===== config.mk =====
export PLATFORM = sky130hd
export DESIGN_NAME = pc_return_stack
export DESIGN_NICKNAME = d
export VERILOG_FILES = /design/src/rtl/pc_return_stack.sv
export SDC_FILE = /design/constraint.sdc
export NUM_CORES = 1
export LEC_CHECK = 0
export CORE_ASPECT_RATIO = 1.1
export CORE_MARGIN = 2
export CORE_UTILIZATION = 40
export DETAILED_ROUTE_END_ITERATION = 16
export HOLD_SLACK_MARGIN = 0.1
export MAX_ROUTING_LAYER = met4
export PLACE_DENSITY = 0.62
export SLEW_MARGIN = 15
export SYNTH_ARGS = -nofsm -noshare
export SYNTH_HDL_FRONTEND = slang
export SYNTH_SLANG_ARGS = --single-unit

===== constraint.sdc =====
create_clock -name CLK -period 3.6 [get_ports CLK]
set_input_delay 0.72 -clock CLK [delete_from_list [all_inputs] [get_ports CLK]]
set_output_delay 0.72 -clock CLK [all_outputs]
set_load 0.05 [all_outputs]

===== src/rtl/pc_return_stack.sv =====
// Return-address stack with next-PC source mux, feeding the program counter's DIN.
// Define RSTACK_WRAP_EN to make a push on a full stack overwrite the oldest entry.
module pc_return_stack #(
   parameter int unsigned     WIDTH    = 10,
   parameter int unsigned     DEPTH    = 8,
   parameter logic [WIDTH-1:0] INTR_VEC = 10'h3FF
) (
   input  logic                       CLK,
   input  logic                       RST,
   input  logic [WIDTH-1:0]           PC_COUNT,
   input  logic [WIDTH-1:0]           IR_ADDR,
   input  logic [1:0]                 PC_MUX_SEL,
   input  logic                       PUSH,
   input  logic                       POP,
   output logic [WIDTH-1:0]           DIN_OUT,
   output logic [WIDTH-1:0]           TOP,
   output logic [$clog2(DEPTH+1)-1:0] COUNT,
   output logic                       EMPTY,
   output logic                       FULL,
   output logic                       OVF,
   output logic                       UNF
);

   localparam int unsigned PW = $clog2(DEPTH);
   localparam int unsigned CW = $clog2(DEPTH+1);

   logic [WIDTH-1:0] mem_q [DEPTH];
   logic [PW-1:0]    tp_q, tp_d, tp_m1, wr_idx;
   logic [CW-1:0]    count_q, count_d;
   logic             ovf_q, ovf_d, unf_q, unf_d, wr_en;
   logic [WIDTH-1:0] push_val;
   logic             empty, full;

   assign tp_m1    = tp_q - PW'(1);
   assign push_val = PC_COUNT + WIDTH'(1);
   assign empty    = (count_q == '0);
   assign full     = (count_q == CW'(DEPTH));

   assign TOP   = empty ? '0 : mem_q[tp_m1];
   assign COUNT = count_q;
   assign EMPTY = empty;
   assign FULL  = full;
   assign OVF   = ovf_q;
   assign UNF   = unf_q;

   // Select 1 uses the pre-edge top so a RET loads it while its pop commits.
   always_comb begin
      DIN_OUT = '0;
      case (PC_MUX_SEL)
         2'd0:    DIN_OUT = IR_ADDR;
         2'd1:    DIN_OUT = TOP;
         2'd2:    DIN_OUT = INTR_VEC;
         default: DIN_OUT = '0;
      endcase
   end

   always_comb begin
      tp_d    = tp_q;
      count_d = count_q;
      ovf_d   = ovf_q;
      unf_d   = unf_q;
      wr_en   = 1'b0;
      wr_idx  = tp_q;
      if (PUSH && POP) begin
         if (empty) begin
            wr_en   = 1'b1;
            tp_d    = tp_q + PW'(1);
            count_d = count_q + CW'(1);
            unf_d   = 1'b1;
         end else begin
            wr_en  = 1'b1;
            wr_idx = tp_m1;
         end
      end else if (PUSH) begin
         if (full) begin
            ovf_d = 1'b1;
`ifdef RSTACK_WRAP_EN
            wr_en = 1'b1;
            tp_d  = tp_q + PW'(1);
`endif
         end else begin
            wr_en   = 1'b1;
            tp_d    = tp_q + PW'(1);
            count_d = count_q + CW'(1);
         end
      end else if (POP) begin
         if (empty) begin
            unf_d = 1'b1;
         end else begin
            tp_d    = tp_m1;
            count_d = count_q - CW'(1);
         end
      end
   end

   always_ff @(posedge CLK) begin
      if (RST) begin
         tp_q    <= '0;
         count_q <= '0;
         ovf_q   <= 1'b0;
         unf_q   <= 1'b0;
         for (int i = 0; i < DEPTH; i++) mem_q[i] <= '0;
      end else begin
         tp_q    <= tp_d;
         count_q <= count_d;
         ovf_q   <= ovf_d;
         unf_q   <= unf_d;
         if (wr_en) mem_q[wr_idx] <= push_val;
      end
   end

endmodule

# == Yosys cells after proc, flatten, opt, wreduce, memory -nomap -nowiden ==
# Memories as Yosys holds them, arrays and structs flattened.
# Cells that the tools add are included.
# word_totals
regBits,9
mem_bits_rw,80
inputBits,26
out_inout_bits,28
elab_cells,58
mem_count,1
# memory_table
memory,depth,word_bits,read_ports,rd_clocked_by_memory_dff,write_ports,line_no,source
mem_q,8,10,1,0,8,27,logic [WIDTH-1:0] mem_q [DEPTH];
# op_classes
addsub,5
n_eq_ne,7
muxes,30
n_bitwise,1
n_reduce_logical,10
# ops
op,count
$pmux W10 S3,1
$mux W3,8
$mux W4,6
$mux W10,2
$mux W1,13
$add A10 B1 Y10 const B,1
$reduce_or A10 Y1,1
$ne A3 B2 Y1 const B,2
$reduce_and A3 Y1,2
$add A4 B1 Y4 const B,1
$eq A4 B4 Y1 const B,1
$logic_not A4 Y1,1
$reduce_and A4 Y1,1
$sub A4 B1 Y4 const B,1
$add A3 B1 Y3 const B,1
$reduce_bool A3 Y1,1
$sub A3 B1 Y3 const B,1
$eq A2 B1 Y1 const B,1
$eq A2 B2 Y1 const B,1
$logic_not A2 Y1,1
$ne A2 B1 Y1 const B,1
$ne A2 B2 Y1 const B,1
$reduce_and A2 Y1,1
$reduce_bool A2 Y1,1
2 further kinds,2

# == Depth between registers and ports, before layout ==
# Gate-level depths: netlist of run 1.
# logic_depth
word_depth,9
mapped_depth,9

# == Worst setup path after synthesis of run 1 ==
# Ideal clock, no wire load.
# synth_timing
kind,flip-flop to output port
from,"register count_q[0], in the netlist COUNT[0]"
to,output port DIN_OUT[6]
arrival_time_ns,2.765
slack_ns,0.115
path_stages_with_launch,9
n_path_buf,1
path_cell_list,dfxtp_1 inv_1 ha_1 or3b_1 buf_6 inv_2 nor2_1 a22oi_1 o22ai_1
# synth_via
elab_chain_cells,3
# synth_lines
item,line_no,source
"start, declared",29,"logic [CW-1:0] count_q, count_d;"
"start signal, assigned",105,count_q <= count_d;
$logic_not A4 Y1,36,assign empty = (count_q == '0);
net EMPTY,18,"output logic EMPTY,"
$mux W10,39,assign TOP = empty ? '0 : mem_q[tp_m1];
$pmux W10 S3,49,case (PC_MUX_SEL)
"end, declared",15,"output logic [WIDTH-1:0] DIN_OUT,"
# The timed path passes the listed nets, and every way through them passes these cells.

# == Worst setup path after layout of run 1 ==
# layout_timing
from,register tp_q[1]
to,output port DIN_OUT[3]
# layout_via
elab_chain_cells,4
# layout_lines
item,line_no,source
"start, declared",28,"logic [PW-1:0] tp_q, tp_d, tp_m1, wr_idx;"
"start signal, assigned",104,tp_q <= tp_d;
$sub A3 B1 Y3,34,assign tp_m1 = tp_q - PW'(1);
$mem_v2 Z8 W10,--,
$mux W10,39,
$pmux W10 S3,49,
# No other way between the ends.

==> results of run 1 <==
cell families after synthesis:
family,Yosys count
AO/OA/AOI/OAI,63
XOR/XNOR,11
AND/OR/NAND/NOR,145
buffers and inverters,51
flip-flops,89
adder cells (fa/ha/maj),5
multiplexers,22
final cells by class:
cell class	count	area, um2
Inverter	20	75.1
Clock inverter	6	66.3
Tap cell	150	188
Sequential cell	89	2580
Clock buffer	10	229
Fill cell	1006	5740
Multi-Input combinational cell	246	1800
Timing Repair Buffer	77	661
metal layers:
layer | GRT usage (%) | vias up
met4 | 9.82 | 0
met1 | 25.0 | 1608
li1 | - | 1580
met5 | - | -
met2 | 32.6 | 122
met3 | 3.63 | 20
cell usage after synthesis, drive strengths merged (5+ instances only):
| cell | count | area share (%) |
|---|---|---|
| o21bai | 8 | 1.3 |
| edfxtp | 80 | 52 |
| nor3 | 50 | 5.4 |
| ha | 5 | 1.4 |
| nor3b | 8 | 1.3 |
| o22ai | 12 | 1.6 |
| nor2b | 6 | 0.82 |
| nand4 | 5 | 0.68 |
| mux4 | 20 | 9.8 |
| nand2b | 5 | 0.68 |
| dfxtp | 9 | 3.9 |
| buf | 17 | 2.2 |
| nand3 | 8 | 0.87 |
| inv | 20 | 1.6 |
| xnor2 | 9 | 1.7 |
| clkbuf | 14 | 1.1 |
| a21oi | 12 | 1.3 |
| a22oi | 10 | 1.6 |
| o21ai | 7 | 0.76 |
| nand2 | 7 | 0.57 |
| nor2 | 43 | 3.5 |
registers in the layout (all words and copies together) (netlist names):
signal and count:
COUNT 4, OVF 1, UNF 1, mem_q 80, tp_q 3
final timing paths:
path                start           to  slack (ns)  depth (start not counted)
setup / recovery  tp_q[1]   DIN_OUT[3]        0.19                          7
hold / removal        OVF          OVF        0.48                          2
setup reg to reg  tp_q[1]  mem_q[2][4]        0.71                          7
hold reg to reg       OVF          OVF        0.48                          2
critical path, cell delays in order (launching register included):
cell and delay [ns]:
dfxtp_1 0.47, inv_1 0.16, ha_1 0.39, buf_4 0.33, mux4_2 0.39, a22oi_1 0.28, o22ai_1 0.12, buf_4 0.21
power breakdown:
group          internal, mW  switching [mW]  total (mW)
Combinational         0.728            1.49        2.22
Clock                 0.540           0.387       0.928
Sequential             1.28          0.0782        1.35
repair_timing:
item | in CTS | in global routing
hold endpoints to repair | 0 | 0
buffers inserted | 0 | 0
setup endpoints to repair | 0 | 11
resized for setup | 0 | 1
through the flow:
step | cell area (um2) | total power, mW
final | 5600 | 4.50
after CTS | 5590 | 4.52
after floorplan | 4600 | 2.99
after global routing | 5600 | 4.75
after global placement | 5300 | 3.56
after detailed placement | 5300 | 3.60
placed cells by master (no fill, tap or decap), types with 4 or more instances in the layout:
cell type / n
edfxtp_1: 80
nor3_1: 50
buf_4: 44
nor2_1: 42
clkdlybuf4s50_1: 33
mux4_2: 20
inv_1: 19
o22ai_1: 12
a21oi_1: 12
a22oi_1: 10
dfxtp_1: 9
xnor2_1: 9
clkbuf_16: 9
nand3_1: 8
o21bai_1: 8
nor3b_1: 8
nand2_1: 7
o21ai_0: 7
nor2b_1: 6
nand2b_1: 5
nand4_1: 5
ha_1: 5
a2111oi_0: 4
==> impl_metrics.yaml, run 1 <==
layout:
  nNetsFinal: 474
  antenna_cells: 0
  synthToLayoutAreaGrowth_pct: 21.7
  fin_util_pct: 49.4
  final_cells: 598
  layout-drive-gt1-share_pct: 18.5
synthesis:
  synth_cell_type_count: 43
  syn_area_per_cell_um2: 11.9
  ys_async_sr_fraction_pct: 0
  syn_nets: 417
  synth_top_family_by_area: "simple AND/OR/NAND/NOR gates"
  synth_xor_area_share_pct: 2.10
  yosysSeqAreaShare_pct: 56.2
  synth_fa_ha_area_share_pct: 1.36
  synth_edf_count: 80
  synth_area_um2: 4600
  synth_compound_area_share_pct: 9.31
  syn_inst: 386
  synth-simple-area-share_pct: 15.9
  ys_ff_latch: 89
  synth_mux_area_share_pct: 10.2
  synthFlopType: "edfxtp_1"
  ys_warn_count: 0
clock_network:
  clockBufferDepth: 2
  cts.clk_slew.worst_paths_ns: 0.06
  root_buffer: "clkbuf_16"
  clock_latency_ns: 0.34
  tritoncts: "done"
  clock-sinks: 89
  hold_buffers: 0
  htree_levels: 3
  cts_buffers: 9
route:
  vias_per_cell: 5.57
  dr_wl_met3_um: 698
  drc: 0
  drtIter0Drc: 375
  routed-via-count: 3330
  drt_pass1_iterations: 5
  wl_met2_um: 5670
  wl_met1_um: 4620
  top_layer: "met4"
  ant_nets: 0
  wirelength_um: 11300
  wl_per_cell_um: 19.0
global_route:
  grt_max_degree: 29
  antenna_found_initial: 0
  grt_pass1_wl_um: 18100
  grt_use_total_pct: 20.3
  grt-ovfl-total: 0
  grt_pass1_vias: 3302
status:
  status: "complete, no violations"
placement:
  dpl.hpwl_um: 8080
  post-place-ws_ns: 0.309
  place_inst: 582
  portBuffers: 53
  gp_congestion: 0.798
power:
  p_leak_nw: 1.96
  p_per_area_nw_per_um2: 805
  ir_drop_mv: 0.468
sta:
  final.setup.tns_ns: 0
  clock_skew_ns: 0.00645
  fin_crit_sh_pct: 94.7
  finalCriticalPeriod_ns: 3.41
  maxSlewHeadroom_pct: 27.1
  worst_pin_slew_ns: 1.09
  slew_viol_final: 0
  max_freq_ghz: 0.293
  rsz0062_at_grt: "false"
  setup_ws_ns: 0.190
  setup_viol: 0
  hold_viol: 0
  timing.hold.ws_ns: 0.482
critical_path:
  end_kind: "output pin"
  worstSetupPathType: "register to output pin"
  crit_required_ns: 2.88
  path_max_fanout: 20
  cp.arrival_ns: 2.69
  crit_path_start_kind: "register"
floorplanning:
  fp.dieArea_um2: 12400
  io_pins: 54
  initial_core_util_pct: 40.6
  rows: 41
  dieWidth_um: 106
  coreArea_um2: 11300
  die_h_um: 116
job:
  drv_cap: 0
hold_path:
  hp-class: "register to register"
Note: power is estimated with default switching activity, not from simulation.
==> run 2: changes to the inputs <==
--- a/config.mk
+++ b/config.mk
@@ -6,7 +6,6 @@
 export NUM_CORES = 1
 export LEC_CHECK = 0
 export CORE_ASPECT_RATIO = 1.1
-export CORE_MARGIN = 2
 export CORE_UTILIZATION = 40
 export DETAILED_ROUTE_END_ITERATION = 16
 export HOLD_SLACK_MARGIN = 0.1
==> run 2 against run 1 <==
  * Wire length down 4.6%
  * Sequential power about the same
  * Cell area about the same
  * Power is 0.15% lower
  * Clock-buffer cell count up 3
  * Critical path type unchanged
==> impl_metrics.yaml, run 2 (synthesis results as in run 1) <==
layout:
  antenna_cells: 0
  synthToLayoutAreaGrowth_pct: 21.6
  final_common_cell: "edfxtp_1"
  fin_util_pct: 50.6
  nNetsFinal: 474
  final_cell_mix: "edfxtp_1 (80), nor3_1 (50), buf_4 (43), nor2_1 (42), clkdlybuf4s50_1 (33)"
  layout-drive-gt1-share_pct: 18.1
  largest_reg_flops: 80
  largest_register: "mem_q"
power:
  p_total_mw: 4.50
  p_per_area_nw_per_um2: 804
  ir_drop_mv: 0.544
  p_leak_nw: 1.96
global_route:
  grt_pass1_vias: 3224
  grt-ovfl-total: 0
  grt_max_degree: 29
  antenna_found_initial: 0
  grt_use_total_pct: 20.2
  grt_pass1_wl_um: 17500
sta:
  rsz0062_at_grt: "false"
  maxSlewHeadroom_pct: 28.1
  fin_crit_sh_pct: 94.1
  final.setup.tns_ns: 0
  worst_pin_slew_ns: 1.08
  hold_viol: 0
  finalCriticalPeriod_ns: 3.39
  clock_skew_ns: 0.00533
  setup_viol: 0
  timing.hold.ws_ns: 0.471
  max_freq_ghz: 0.295
  slew_viol_final: 0
critical_path:
  path_max_fanout: 18
  crit_path_start_kind: "register"
  cp.arrival_ns: 2.67
  end_kind: "output pin"
  crit_required_ns: 2.88
  reg2regPathDepth: 8
  worstSetupPathType: "register to output pin"
floorplanning:
  rows: 40
  die_h_um: 114
  dieWidth_um: 104
  initial_core_util_pct: 41.6
  coreArea_um2: 11100
  io_pins: 54
  fp.dieArea_um2: 11900
placement:
  gp_congestion: 0.811
  dpl.hpwl_um: 7860
  portBuffers: 53
route:
  drt_pass1_iterations: 4
  ant_nets: 0
  wirelength_um: 10800
  drc: 0
  drtIter0Drc: 209
  wl_per_cell_um: 18.2
  vias_per_cell: 5.43
  routed-via-count: 3233
clock_network:
  clockBufferDepth: 2
  clock-sinks: 89
  tritoncts: "done"
  cts_buffers: 9
  htree_levels: 3
  clock_latency_ns: 0.34
  cts.clk_slew.worst_paths_ns: 0.06
  root_buffer: "clkbuf_16"
  post_cts_buffers: 0
job:
  drv_cap: 0
hold_path:
  whs_path_depth: 2
  hp-class: "register to register"
status:
  status: "complete, no violations"
## run 2: power by group
group          leakage [nW]  switching, mW  internal [mW]
Sequential            0.903         0.0748           1.28
Clock                 0.138          0.359          0.538
Combinational         0.920           1.49          0.757
## run 2: layout make-up
cell class / count / area [um2]
Fill cell: 968 / 5470
Clock buffer: 13 / 240
Inverter: 20 / 75.1
Multi-Input combinational cell: 246 / 1800
Timing Repair Buffer: 77 / 673
Sequential cell: 89 / 2580
Clock inverter: 3 / 41.3
Tap cell: 147 / 184
## run 2: timing repair
item / CTS / global route
setup endpoints to repair: 0 / 10
hold buffers: 0 / 0
resized for setup: 0 / 1
## run 2: stage by stage
step	cell area, um2	instances	worst slack [ns]
2_1_floorplan	4600	386	0.115
3_3_place_gp	5310	579	0.472
3_5_place_dp	5310	579	0.391
4_1_cts	5590	595	0.133
5_1_grt	5590	595	0.106
6_report	5590	595	0.214
## run 2: path summary, 6_finish.rpt
check	from	endpoint	slack (ns)
min	OVF	OVF	0.47
max	tp_q[1]	DIN_OUT[2]	0.21
min reg2reg	OVF	OVF	0.47
max reg2reg	tp_q[1]	mem_q[1][1]	0.52
## run 2: metal layers
metal,vias up,wire [um],track usage (%)
met2,98,5640,35.3
met1,1539,4480,24.3
li1,1580,-,-
met4,0,168,6.48
met5,-,0,-
met3,16,531,2.90
## run 2: worst max-delay path, stage by stage, from the launching register on
cell and delay (ns):
dfxtp_1 0.47, inv_1 0.16, ha_1 0.53, buf_12 0.21, mux4_2 0.36, a22oi_1 0.24
o22ai_1 0.12, buf_4 0.21
==> run 3: changes to the inputs <==
--- a/config.mk
+++ b/config.mk
@@ -8,9 +8,8 @@
 export CORE_ASPECT_RATIO = 1.1
 export CORE_UTILIZATION = 40
 export DETAILED_ROUTE_END_ITERATION = 16
-export HOLD_SLACK_MARGIN = 0.1
 export MAX_ROUTING_LAYER = met4
-export PLACE_DENSITY = 0.62
+export PLACE_DENSITY = 0.64
 export SLEW_MARGIN = 15
 export SYNTH_ARGS = -nofsm -noshare
 export SYNTH_HDL_FRONTEND = slang
==> constraint.sdc (replaced) <==
create_clock -name CLK -period 3.1 [get_ports CLK]
set_input_delay 0.62 -clock CLK [delete_from_list [all_inputs] [get_ports CLK]]
set_output_delay 0.62 -clock CLK [all_outputs]
set_load 0.05 [all_outputs]
==> run 3 against run 2 <==
  * Power rose by 25%
  * Wire length fell by 2.3%
  * Highest routed layer unchanged
  * Global-route usage fell by 0.68 points
  * Critical path depth did not move
  * Combinational power rose by 30%
  * Critical endpoint is now DIN_OUT[8]
  * Register-to-register slack improved by 0.10 ns
  * Die area did not move
==> impl_metrics.yaml, run 3 (synthesis results as in run 1) <==
status:
  status: "complete, no violations"
clock_network:
  hold_buffers: 0
  clock_latency_ns: 0.33
  tritoncts: "done"
  htree_levels: 3
  cts_buffers: 9
  clockBufferDepth: 2
  clock-sinks: 89
  root_buffer: "clkbuf_16"
  cts.clk_slew.worst_paths_ns: 0.06
placement:
  portBuffers: 53
  dpl.hpwl_um: 7610
  post-place-ws_ns: -0.0454
  gp_congestion: 0.762
sta:
  fin_crit_sh_pct: 95.3
  max_freq_ghz: 0.339
  worst_pin_slew_ns: 0.773
  slew_viol_final: 0
  finalCriticalPeriod_ns: 2.95
  rsz0062_at_grt: "false"
  clock_skew_ns: 0.00597
  hold_viol: 0
  maxSlewHeadroom_pct: 48.1
  setup_viol: 0
  setup_ws_ns: 0.146
global_route:
  antenna_found_initial: 0
  grt_use_total_pct: 19.5
  grt-ovfl-total: 0
  grt_pass1_vias: 3312
  grt_max_degree: 26
  grt_pass1_wl_um: 17000
layout:
  layout-drive-gt1-share_pct: 25.5
  final_cell_mix: "edfxtp_1 (80), buf_4 (52), nor3_1 (50), nor2_1 (42), clkdlybuf4s50_1 (32)"
  nNetsFinal: 485
  largest_reg_flops: 80
  antenna_cells: 0
  largest_register: "mem_q"
  fillers: 966
  regArea_um2: 2580
  synthToLayoutAreaGrowth_pct: 28.6
  final_common_cell: "edfxtp_1"
  multi_input_area_um2: 1990
power:
  p_leak_nw: 2.06
  seqPwrFrac_pct: 28.0
  switching_power_mw: 2.39
  pwr-share-comb_pct: 52.0
  p_total_mw: 5.62
  p_int_mw: 3.23
  ir_drop_mv: 0.500
  clkPwrFrac_pct: 20.0
  p_per_area_nw_per_um2: 950
  p_sw_share_pct: 42.5
critical_path:
  path_max_fanout: 16
  rrSetupSlack_ns: 0.62
  worstReg2RegStart: "COUNT[0]"
  slowest_delay_ns: 0.40
  cp.arrival_ns: 2.33
  worstSetupPathType: "register to output pin"
  crit_required_ns: 2.48
  rr_endpoint: "mem_q[6][7]"
  cpMaxStageDelayCell: "dfxtp_2"
  crit_path_start_kind: "register"
  crit_chain: "inv_1, ha_1, buf_6, mux4_2, a22oi_2, o22ai_4, buf_4"
  reg2regPathDepth: 8
  end_kind: "output pin"
hold_path:
  hold_path_startpoint: "OVF"
  hold_path_end: "OVF"
  whs_path_depth: 2
  hp-class: "register to register"
route:
  drtIter0Drc: 149
  vias_per_cell: 5.49
  drc: 0
  wl_per_cell_um: 17.5
  ant_nets: 0
  wirelength_um: 10600
  routed-via-count: 3325
  drt_pass1_iterations: 5
floorplanning:
  rows: 40
  die_h_um: 114
  initial_core_util_pct: 41.6
  coreArea_um2: 11100
  fp.dieArea_um2: 11900
  dieWidth_um: 104
  io_pins: 54
job:
  drv_cap: 0
## run 3: cell count changes in the layout (fill, tap and decap cells not counted), sizes merged
cell	delta
buf	+11
bufinv	+1
clkbuf	-3
clkdlybuf4s50	-1
clkinv	+2
dlygate4sd2	+1
## run 3: how the worst max path moves through the flow
stage,end,from,cells past startpoint
floorplan,mem_q[3][0],COUNT[0],9
global placement,DIN_OUT[5],COUNT[0],8
detailed placement,DIN_OUT[8],COUNT[0],8
CTS,DIN_OUT[5],tp_q[1],7
global route,DIN_OUT[8],tp_q[1],7
finish,DIN_OUT[8],tp_q[1],7
## run 3: what timing repair did
action / in CTS / in global routing
endpoints found under the setup margin: 20 / 20
pin swaps: 0 / 1
setup buffers: 0 / 1
gates resized for setup: 11 / 7
## run 3: layout make-up
| cell class | instances | share of cell area [%] |
|---|---|---|
| sequential | 89 | 43.7 |
| multi-input combinational | 246 | 33.6 |
| timing repair buffer | 88 | 13.0 |
| clock buffer | 10 | 3.87 |
| clock inverter | 6 | 1.38 |
| tap | 147 | 3.11 |
| inverter | 20 | 1.27 |
## run 3: through the flow
step                TNS (ns)  instances  cell area (um2)  util (%)  hold slack [ns]
floorplan                  0        386             4730         -            0.576
global placement           0        589             5520      49.9            0.457
detailed placement   -0.0616        589             5520      49.9            0.461
CTS                        0        605             5870      53.0            0.471
global route               0        606             5910      53.5            0.502
finish                     0        606             5910      53.5            0.467
## run 3: power groups by stage
stage | clock [mW] | sequential (mW) | combinational, mW
6_report | 1.12 | 1.57 | 2.92
5_1_grt | 1.20 | 1.59 | 3.11
4_1_cts | 1.15 | 1.57 | 2.82
3_5_place_dp | 0 | 1.60 | 2.74
3_3_place_gp | 0 | 1.59 | 2.70
2_1_floorplan | 0 | 1.64 | 1.92
## run 3: routing by layer
layer  share of wire [%]  track usage (%)  vias up
met5                   0                -        -
met4                 1.4             7.24        0
met1                  41             24.1     1600
met2                  51             32.5      112
li1                    -                -     1601
met3                 6.8             3.30       12
## run 3: critical path, delay by kind of cell (launching register included)
family,cells,cell delay (ns)
compound gates,2,0.38
fa+ha+maj,1,0.33
buf+inv,3,0.53
flops,1,0.40
mux,1,0.34
